## src/rtl/fpunit_pkg.sv

```systemverilog
// Shared definitions for the fpunit divide path.
// Contents: IDIV opcode constant, default lane geometry and divide latency,
// and the issue/writeback sequencer state encoding.
package fpunit_pkg;

  localparam logic [5:0] OP_IDIV = 6'h38;

  localparam int N_DEF            = 32;
  localparam int L_DEF            = 4;
  localparam int LATENCY_IDIV_DEF = 32;
  localparam int TAG_W_DEF        = 5;

  typedef enum logic [1:0] {
    ST_IDLE = 2'd0,
    ST_BUSY = 2'd1,
    ST_GAP  = 2'd2
  } div_state_e;

endpackage

```

## src/rtl/alu_div_issue.sv

```systemverilog
// alu_div_issue: initiator side of the multi-cycle integer divide unit.
// Accepts one IDIV request (valid/ready), holds operands and div_ivalid while
// the unit runs, captures q/r into a single result slot on div_finish, and
// back-pressures the unit with div_stall while the slot cannot take a result.
// Illegal opcodes bypass the unit and load the slot with an error response.
//
// Ports:
//   clk, rst                         clock, synchronous active-high reset
//   req_valid/req_ready              request handshake
//   req_op, req_tag, req_a, req_b    request opcode, tag, dividends, divisors
//   div_ivalid, div_stall            to unit: operation active, hold finish
//   div_a, div_b                     to unit: operands
//   div_q, div_r, div_finish         from unit: results and result-ready
//   rsp_valid/rsp_ready              result slot handshake
//   rsp_q, rsp_r, rsp_tag, rsp_err   result slot contents
//
// Build option: define DIV_TIMEOUT_EN to add a watchdog that answers with
// rsp_err=1 if the unit has not finished LATENCY_IDIV+4 unstalled cycles
// after issue.
//
// state | meaning
// IDLE  | ready for a request; illegal ops answered directly into the slot
// BUSY  | div_ivalid high, operands held, waiting for div_finish
// GAP   | one cycle with div_ivalid low so the unit's counter clears
module alu_div_issue
  import fpunit_pkg::*;
#(
  parameter int N            = N_DEF,
  parameter int L            = L_DEF,
  parameter int LATENCY_IDIV = LATENCY_IDIV_DEF,
  parameter int TAG_W        = TAG_W_DEF
) (
  input  logic               clk,
  input  logic               rst,
  input  logic               req_valid,
  output logic               req_ready,
  input  logic [5:0]         req_op,
  input  logic [TAG_W-1:0]   req_tag,
  input  logic [N*L-1:0]     req_a,
  input  logic [N*L-1:0]     req_b,
  output logic               div_ivalid,
  output logic               div_stall,
  output logic [N*L-1:0]     div_a,
  output logic [N*L-1:0]     div_b,
  input  logic [N*L-1:0]     div_q,
  input  logic [N*L-1:0]     div_r,
  input  logic               div_finish,
  output logic               rsp_valid,
  input  logic               rsp_ready,
  output logic [N*L-1:0]     rsp_q,
  output logic [N*L-1:0]     rsp_r,
  output logic [TAG_W-1:0]   rsp_tag,
  output logic               rsp_err
);

  if (LATENCY_IDIV < 1) begin : g_bad_latency
    $error("alu_div_issue: LATENCY_IDIV must be at least 1");
  end

  div_state_e       state;
  logic [TAG_W-1:0] tag_q;
  logic             legal;
  logic             take;
  logic             capture;
  logic             wd_fire;

  assign legal = (req_op == OP_IDIV);

  // An illegal op needs a free slot right now; a legal op can be accepted
  // with the slot full because the stall path protects the capture later.
  // Only registered slot state is used, never rsp_ready.
  assign req_ready = (state == ST_IDLE) && !rst && (legal || !rsp_valid);
  assign take      = req_valid && req_ready;

  assign div_stall = (state == ST_BUSY) && rsp_valid && !rsp_ready;
  assign capture   = (state == ST_BUSY) && div_finish && !div_stall;

`ifdef DIV_TIMEOUT_EN
  localparam int WD_W = $clog2(LATENCY_IDIV + 4);
  localparam logic [WD_W-1:0] WD_LOAD = WD_W'(LATENCY_IDIV + 3);

  logic [WD_W-1:0] wdog;

  // Down-counter loaded on issue; terminal count fires on the
  // (LATENCY_IDIV+4)th unstalled BUSY cycle. A real finish wins a tie.
  assign wd_fire = (state == ST_BUSY) && !div_stall && !div_finish && (wdog == '0);

  always_ff @(posedge clk) begin
    if (rst) begin
      wdog <= '0;
    end else if (take && legal) begin
      wdog <= WD_LOAD;
    end else if ((state == ST_BUSY) && !div_stall && (wdog != '0)) begin
      wdog <= wdog - 1'b1;
    end
  end
`else
  assign wd_fire = 1'b0;
`endif

  always_ff @(posedge clk) begin
    if (rst) begin
      state      <= ST_IDLE;
      div_ivalid <= 1'b0;
      div_a      <= '0;
      div_b      <= '0;
      tag_q      <= '0;
      rsp_valid  <= 1'b0;
      rsp_q      <= '0;
      rsp_r      <= '0;
      rsp_tag    <= '0;
      rsp_err    <= 1'b0;
    end else begin
      // Drain first; a load later in this block refills the slot.
      if (rsp_valid && rsp_ready) begin
        rsp_valid <= 1'b0;
      end

      case (state)
        ST_IDLE: begin
          if (take) begin
            if (legal) begin
              div_a      <= req_a;
              div_b      <= req_b;
              tag_q      <= req_tag;
              div_ivalid <= 1'b1;
              state      <= ST_BUSY;
            end else begin
              rsp_valid <= 1'b1;
              rsp_q     <= '0;
              rsp_r     <= '0;
              rsp_tag   <= req_tag;
              rsp_err   <= 1'b1;
            end
          end
        end

        ST_BUSY: begin
          if (capture) begin
            rsp_valid  <= 1'b1;
            rsp_q      <= div_q;
            rsp_r      <= div_r;
            rsp_tag    <= tag_q;
            rsp_err    <= 1'b0;
            div_ivalid <= 1'b0;
            state      <= ST_GAP;
          end else if (wd_fire) begin
            rsp_valid  <= 1'b1;
            rsp_q      <= '0;
            rsp_r      <= '0;
            rsp_tag    <= tag_q;
            rsp_err    <= 1'b1;
            div_ivalid <= 1'b0;
            state      <= ST_GAP;
          end
        end

        ST_GAP: begin
          state <= ST_IDLE;
        end

        default: begin
          state      <= ST_IDLE;
          div_ivalid <= 1'b0;
        end
      endcase
    end
  end

endmodule

```

## config.mk

```make
export PLATFORM = sky130hd
export DESIGN_NAME = alu_div_issue
export DESIGN_NICKNAME = d
export VERILOG_FILES = /design/src/rtl/fpunit_pkg.sv /design/src/rtl/alu_div_issue.sv
export SDC_FILE = /design/constraint.sdc
export NUM_CORES = 1
export LEC_CHECK = 0
export ABC_AREA = 1
export CORE_AREA = 3 3 411 413
export DETAILED_ROUTE_END_ITERATION = 16
export DIE_AREA = 0 0 414 416
export GPL_TIMING_DRIVEN = 0
export HOLD_SLACK_MARGIN = 0.15
export PLACE_DENSITY = 0.3
export RECOVER_POWER = 25
export SLEW_MARGIN = 20
export SYNTH_ARGS = -nofsm -noshare
export SYNTH_HDL_FRONTEND = slang
export SYNTH_SLANG_ARGS = --single-unit
```

## constraint.sdc

```tcl
create_clock -name clk -period 3.7 [get_ports clk]
set_input_delay 0.925 -clock clk [delete_from_list [all_inputs] [get_ports clk]]
set_output_delay 0.925 -clock clk [all_outputs]
set_load 0.01 [all_outputs]
```

# ---- Word-level counts from Yosys, hierarchy flattened
# Index checks and enable logic that the tools add are counted.
dict set report classes {
  bitwise 1
  n_addsub 0
  multipliers 0
  magnitude_cmp 0
  shifts 0
  n_mux 26
  n_eq_ne 7
  div 0
  reduce_logical 19
}
# op count
set op_table {}
lappend op_table {{$mux W128} 4}
lappend op_table {{$pmux W128 S2} 2}
lappend op_table {{$mux W5} 3}
lappend op_table {{$pmux W5 S2} 1}
lappend op_table {{$mux W1} 9}
lappend op_table {{$logic_and A1 B1 Y1} 8}
lappend op_table {{$ne A2 B2 Y1 const B} 4}
lappend op_table {{$reduce_and A4 Y1} 2}
lappend op_table {{$eq A6 B6 Y1 const B} 1}
lappend op_table {{$mux W2} 3}
lappend op_table {{$reduce_and A3 Y1} 2}
lappend op_table {{$logic_not A1 Y1} 4}
lappend op_table {{$pmux W1 S2} 2}
lappend op_table {{$pmux W2 S2} 1}
lappend op_table {{$pmux W1 S3} 1}
lappend op_table {{$eq A2 B1 Y1 const B} 1}
lappend op_table {{$eq A2 B2 Y1 const B} 1}
lappend op_table {{$logic_not A2 Y1} 1}
lappend op_table {{$reduce_bool A2 Y1} 1}
lappend op_table {{$logic_or A1 B1 Y1} 1}
lappend op_table {{$not A1 Y1} 1}
dict set report totals {
  latchBits 0
  wordCells 63
  out_inout_bits 522
  mem_bits_ro 0
  in_bits 528
  ram_bits 0
  regBits 527
  memories 0
}

# ---- Longest topological paths before layout
# Gate-level depths: netlist (run 1).
dict set report depth {
  word_depth 7
  ltp_mapped 11
}

# ---- Worst setup path after synthesis (run 1)
# No wires, ideal clock.
dict set report synth_path {
  path_kind {input-to-output}
  from {in rst}
  to {out req_ready}
  n_path_buf 1
  slack_ns 1.351
  t_arrival_ns 1.424
  path_stages 3
  t_required_ns 2.775
  path_cell_list {buf_4 -> nor2_2 -> a21boi_4}
}
dict set report synth_between {
  elab_chain_cells 3
}
# element line
set synth_lines {}
lappend synth_lines {{start, declared} alu_div_issue.sv:34} ;# input logic rst,
lappend synth_lines {{$logic_not A1 Y1} alu_div_issue.sv:72} ;# assign req_ready = (state == ST_IDLE) && !rst && (legal || !rsp_valid);
lappend synth_lines {{$logic_and A1 B1 Y1 (2 in series)} alu_div_issue.sv:72}
lappend synth_lines {{end, declared} alu_div_issue.sv:36} ;# output logic req_ready,
# Every way passes these cells.

# ---- Worst setup path after layout (run 1)
dict set report layout_path {
  from {in req_op[3]}
  to {out req_ready}
}
dict set report layout_between {
  elab_chain_cells 3
}
# element line
set layout_lines {}
lappend layout_lines {{start, declared} alu_div_issue.sv:37} ;# input logic [5:0] req_op,
lappend layout_lines {{$eq A6 B6 Y1} alu_div_issue.sv:67} ;# assign legal = (req_op == OP_IDIV);
lappend layout_lines {{$logic_or A1 B1 Y1} alu_div_issue.sv:72}
lappend layout_lines {{$logic_and A1 B1 Y1} alu_div_issue.sv:72}
# Every way passes these cells.

==> summary.txt, run 1 <==
Setup path
  • Worst r2r dst: rsp_q[99]
  • Worst EP required: 2.77 ns
  • CP startpoint: req_op[3]
  • Endpoint class of the critical path: output pin
  • Cells on worst reg2reg path: 10
  • Crit path kind: input pin to output pin
  • Critical Path AT: 2.51 ns
  • Worst Setup Start Kind: input pin
  • Reg2Reg Setup Slack: 1.09 ns
  • Worst-path fanout max: 5
  • Reg2Reg Launch Point: state[0]

Clock network
  • H-tree depth: 3
  • Hold Buf Count CTS: 0
  • Root Driver: clkbuf_16
  • TritonCTS buffer count: 76
  • Clock Sink Count: 527
  • Clk_lat worst skew: 0.68 ns
  • TritonCTS clock tree: done
  • CTS Buffer Depth: 3
  • Clock transition at the registers of the reported paths: 0.05 ns

GRT
  • Grt total ovfl: 0
  • First-pass GRT wire length: 177000 um
  • Vias in the first global route: 20000
  • GRT Overall Usage: 0.148
  • Initial antenna violation count: 51
  • Largest net degree at the start of global routing: 13

Power and ir drop
  • Pwr Total: 14.2 mW
  • Sw Pwr: 3.55 mW
  • Static leakage: 13.3 nW
  • P per Cell Area: 413 nW/um2
  • Combinational Power Share: 0.070
  • Sw frac: 0.249
  • Int Pwr: 10.7 mW
  • Clk pwr share: 0.530
  • Sequential share of power: 0.400
  • Worst VDD drop: 0.362 mV

Timing
  • Max-slew violations: 0
  • Final hold slack: 0.440 ns
  • Tmin final: 3.44 ns
  • Final Hold Fails: 0
  • Period utilization: 0.929
  • Final Worst Setup Slack: 0.263 ns
  • Fmax: 291 MHz
  • Worst-margin pin slew: 0.913 ns
  • RSZ-0062 raised after global routing: no
  • Slew HR: 0.391
  • Setup violations, final: 0
  • Skew final: 0.0405 ns

Synth
  • Syn nets: 2856
  • Post-synthesis sequential area ratio: 0.559
  • Synth Warn #: 0
  • Distinct cell type count after synthesis: 22
  • Yosys top cell by area: dfxtp_1
  • Post-Syn Area: 18900 um2
  • Syn avg cell area: 8.11 um2
  • Top-area cell type share of the netlist area: 0.559
  • Syn Inst Count: 2328
  • #FFs+latches synth: 527
  • Area contributors post-synth: dfxtp_1 (56%), nand2_1 (11%), a21oi_1 (7.0%)

Drt
  • Post-route ant nets: 0
  • DR pass1 iterations: 5
  • DR vias/cell: 3.46
  • Final WL: 133000 um
  • DR iter-0 viols: 808
  • Drc violations: 0
  • Vias: 19800
  • Detailed-route wire length per cell: 23.2 um

Worst hold path
  • Hold Crit Class: register to register
  • Worst Hold End: div_b[44]
  • Hold path start: div_b[44]
  • Worst hold stages: 2

Outcome
  • Status: complete, no violations

Placed design
  • Dpl cells: 5565
  • PortBufs: 1048
  • Placer Congestion: 0.804
  • Place WS: -0.279 ns
  • Post-DP HPWL: 109000 um
  • Placed Area: 32100 um2

Die
  • Die Span X: 414 um
  • Initial Util: 0.114
  • Core ar.: 165000 um2
  • Io pins: 1050
  • Die area: 172000 um2
  • Die Ht: 416 um
  • Number of core rows: 149

Finish
  • # fillers: 18600
  • Commonest cells after routing, fill and taps aside: clkdlybuf4s50_1 (927), nand2_1 (531), dfxtp_1 (527)
  • Final Cell Area: 34500 um2
  • Share of layout cells above drive strength 1: 0.0601
  • Nets@finish: 3982
  • Post-Layout Cell Count: 5715
  • Most common cell after layout, fill and taps aside: clkdlybuf4s50_1
  • Syn-to-layout area delta: 82.7%

Job
  • Max Cap Viol: 0
stage by stage:
step / utilization / setup TNS (ns)
floorplan: - / 0
global placement: 0.194 / -0.643
detailed placement: 0.194 / -0.545
CTS: 0.210 / 0
global route: 0.209 / 0
finish: 0.209 / 0
cell usage after synthesis:
cell type	count
nor2_2	3
nand3_1	258
dfxtp_1	527
buf_6	53
nor2_1	16
nand3_2	2
buf_2	40
buf_4	14
buf_1	7
a31oi_1	1
a21oi_1	263
inv_1	274
nand4_1	1
nand2_1	531
nand2_2	1
o21ai_1	42
a21boi_4	1
clkbuf_1	59
nand3_4	1
inv_2	5
nor3_4	1
o21ai_0	228
routing by layer:
layer	share of wire	track usage	up-vias
met4	0.032	0.0477	48
li1	-	-	9758
met5	0.0024	0	-
met2	0.53	0.282	669
met3	0.086	0.0623	189
met1	0.35	0.143	9100
sequential cells by signal (all words and copies together) (netlist names):
| name | flops |
|---|---|
| div_a | 128 |
| div_b | 128 |
| rsp_q | 128 |
| rsp_r | 128 |
| rsp_tag | 5 |
| tag_q | 5 |
| state | 2 |
| div_ivalid | 1 |
| rsp_err | 1 |
| rsp_valid | 1 |
cells by family (layout without fill, tap and decap cells):
| group | Yosys count | count (layout) | synth area share |
|---|---|---|---|
| buffers and inverters | 452 | 1634 | 0.116 |
| AOI/OAI and AO/OA | 535 | 535 | 0.143 |
| and+or+nand+nor | 814 | 814 | 0.182 |
| DFF | 527 | 527 | 0.559 |
| other | 0 | 16 | 0 |
worst max-delay path, cell delays in order:
cell and delay, ns:
dlygate4sd3_1 0.52, inv_1 0.04, nor2_1 0.11, nand3_2 0.29
a21boi_4 0.28, clkbuf_2 0.33
how the worst max path moves through the flow:
stage / slack [ns] / depth (start not counted) / endpoint
2_1_floorplan: 1.35 / 3 / req_ready
3_5_place_dp: -0.28 / 6 / req_ready
6_report: 0.26 / 6 / req_ready
3_3_place_gp: -0.27 / 6 / req_ready
5_1_grt: 0.18 / 10 / div_a[57]
4_1_cts: 0.004 / 6 / req_ready
power by group through the flow:
stage                     registers [mW]  clock network, mW  logic [mW]
final                               5.70               7.55       0.997
after global routing                5.70               8.08        1.08
after CTS                           5.70               7.93        1.03
after detailed placement            5.83                  0        1.02
after global placement              5.83                  0        1.03
after floorplan                     5.83                  0       0.219
cell type report:
| cell class | instances | area [um2] | share of cell area |
|---|---|---|---|
| antenna | 16 | 40.0 | 0.00116 |
| buffer | 173 | 981 | 0.0285 |
| clock buffer | 115 | 2200 | 0.0638 |
| clock inverter | 19 | 324 | 0.00940 |
| inverter | 279 | 1050 | 0.0304 |
| multi-input combinational | 1349 | 6110 | 0.177 |
| sequential | 527 | 10600 | 0.306 |
| tap | 2189 | 2740 | 0.0794 |
| timing repair buffer | 1048 | 10500 | 0.304 |
timing repair:
item,in CTS,in global routing
setup buffers,0,0
endpoints found under the setup margin,1,1
resized for setup,1,2
(Power assumes the default switching activity.)
==> run 2: changes to the inputs <==
Settings changed: GPL_ROUTABILITY_DRIVEN set to 0.
==> results of run 2 <==
No change in the layout: final DEF, timing and power equal those of run 1.
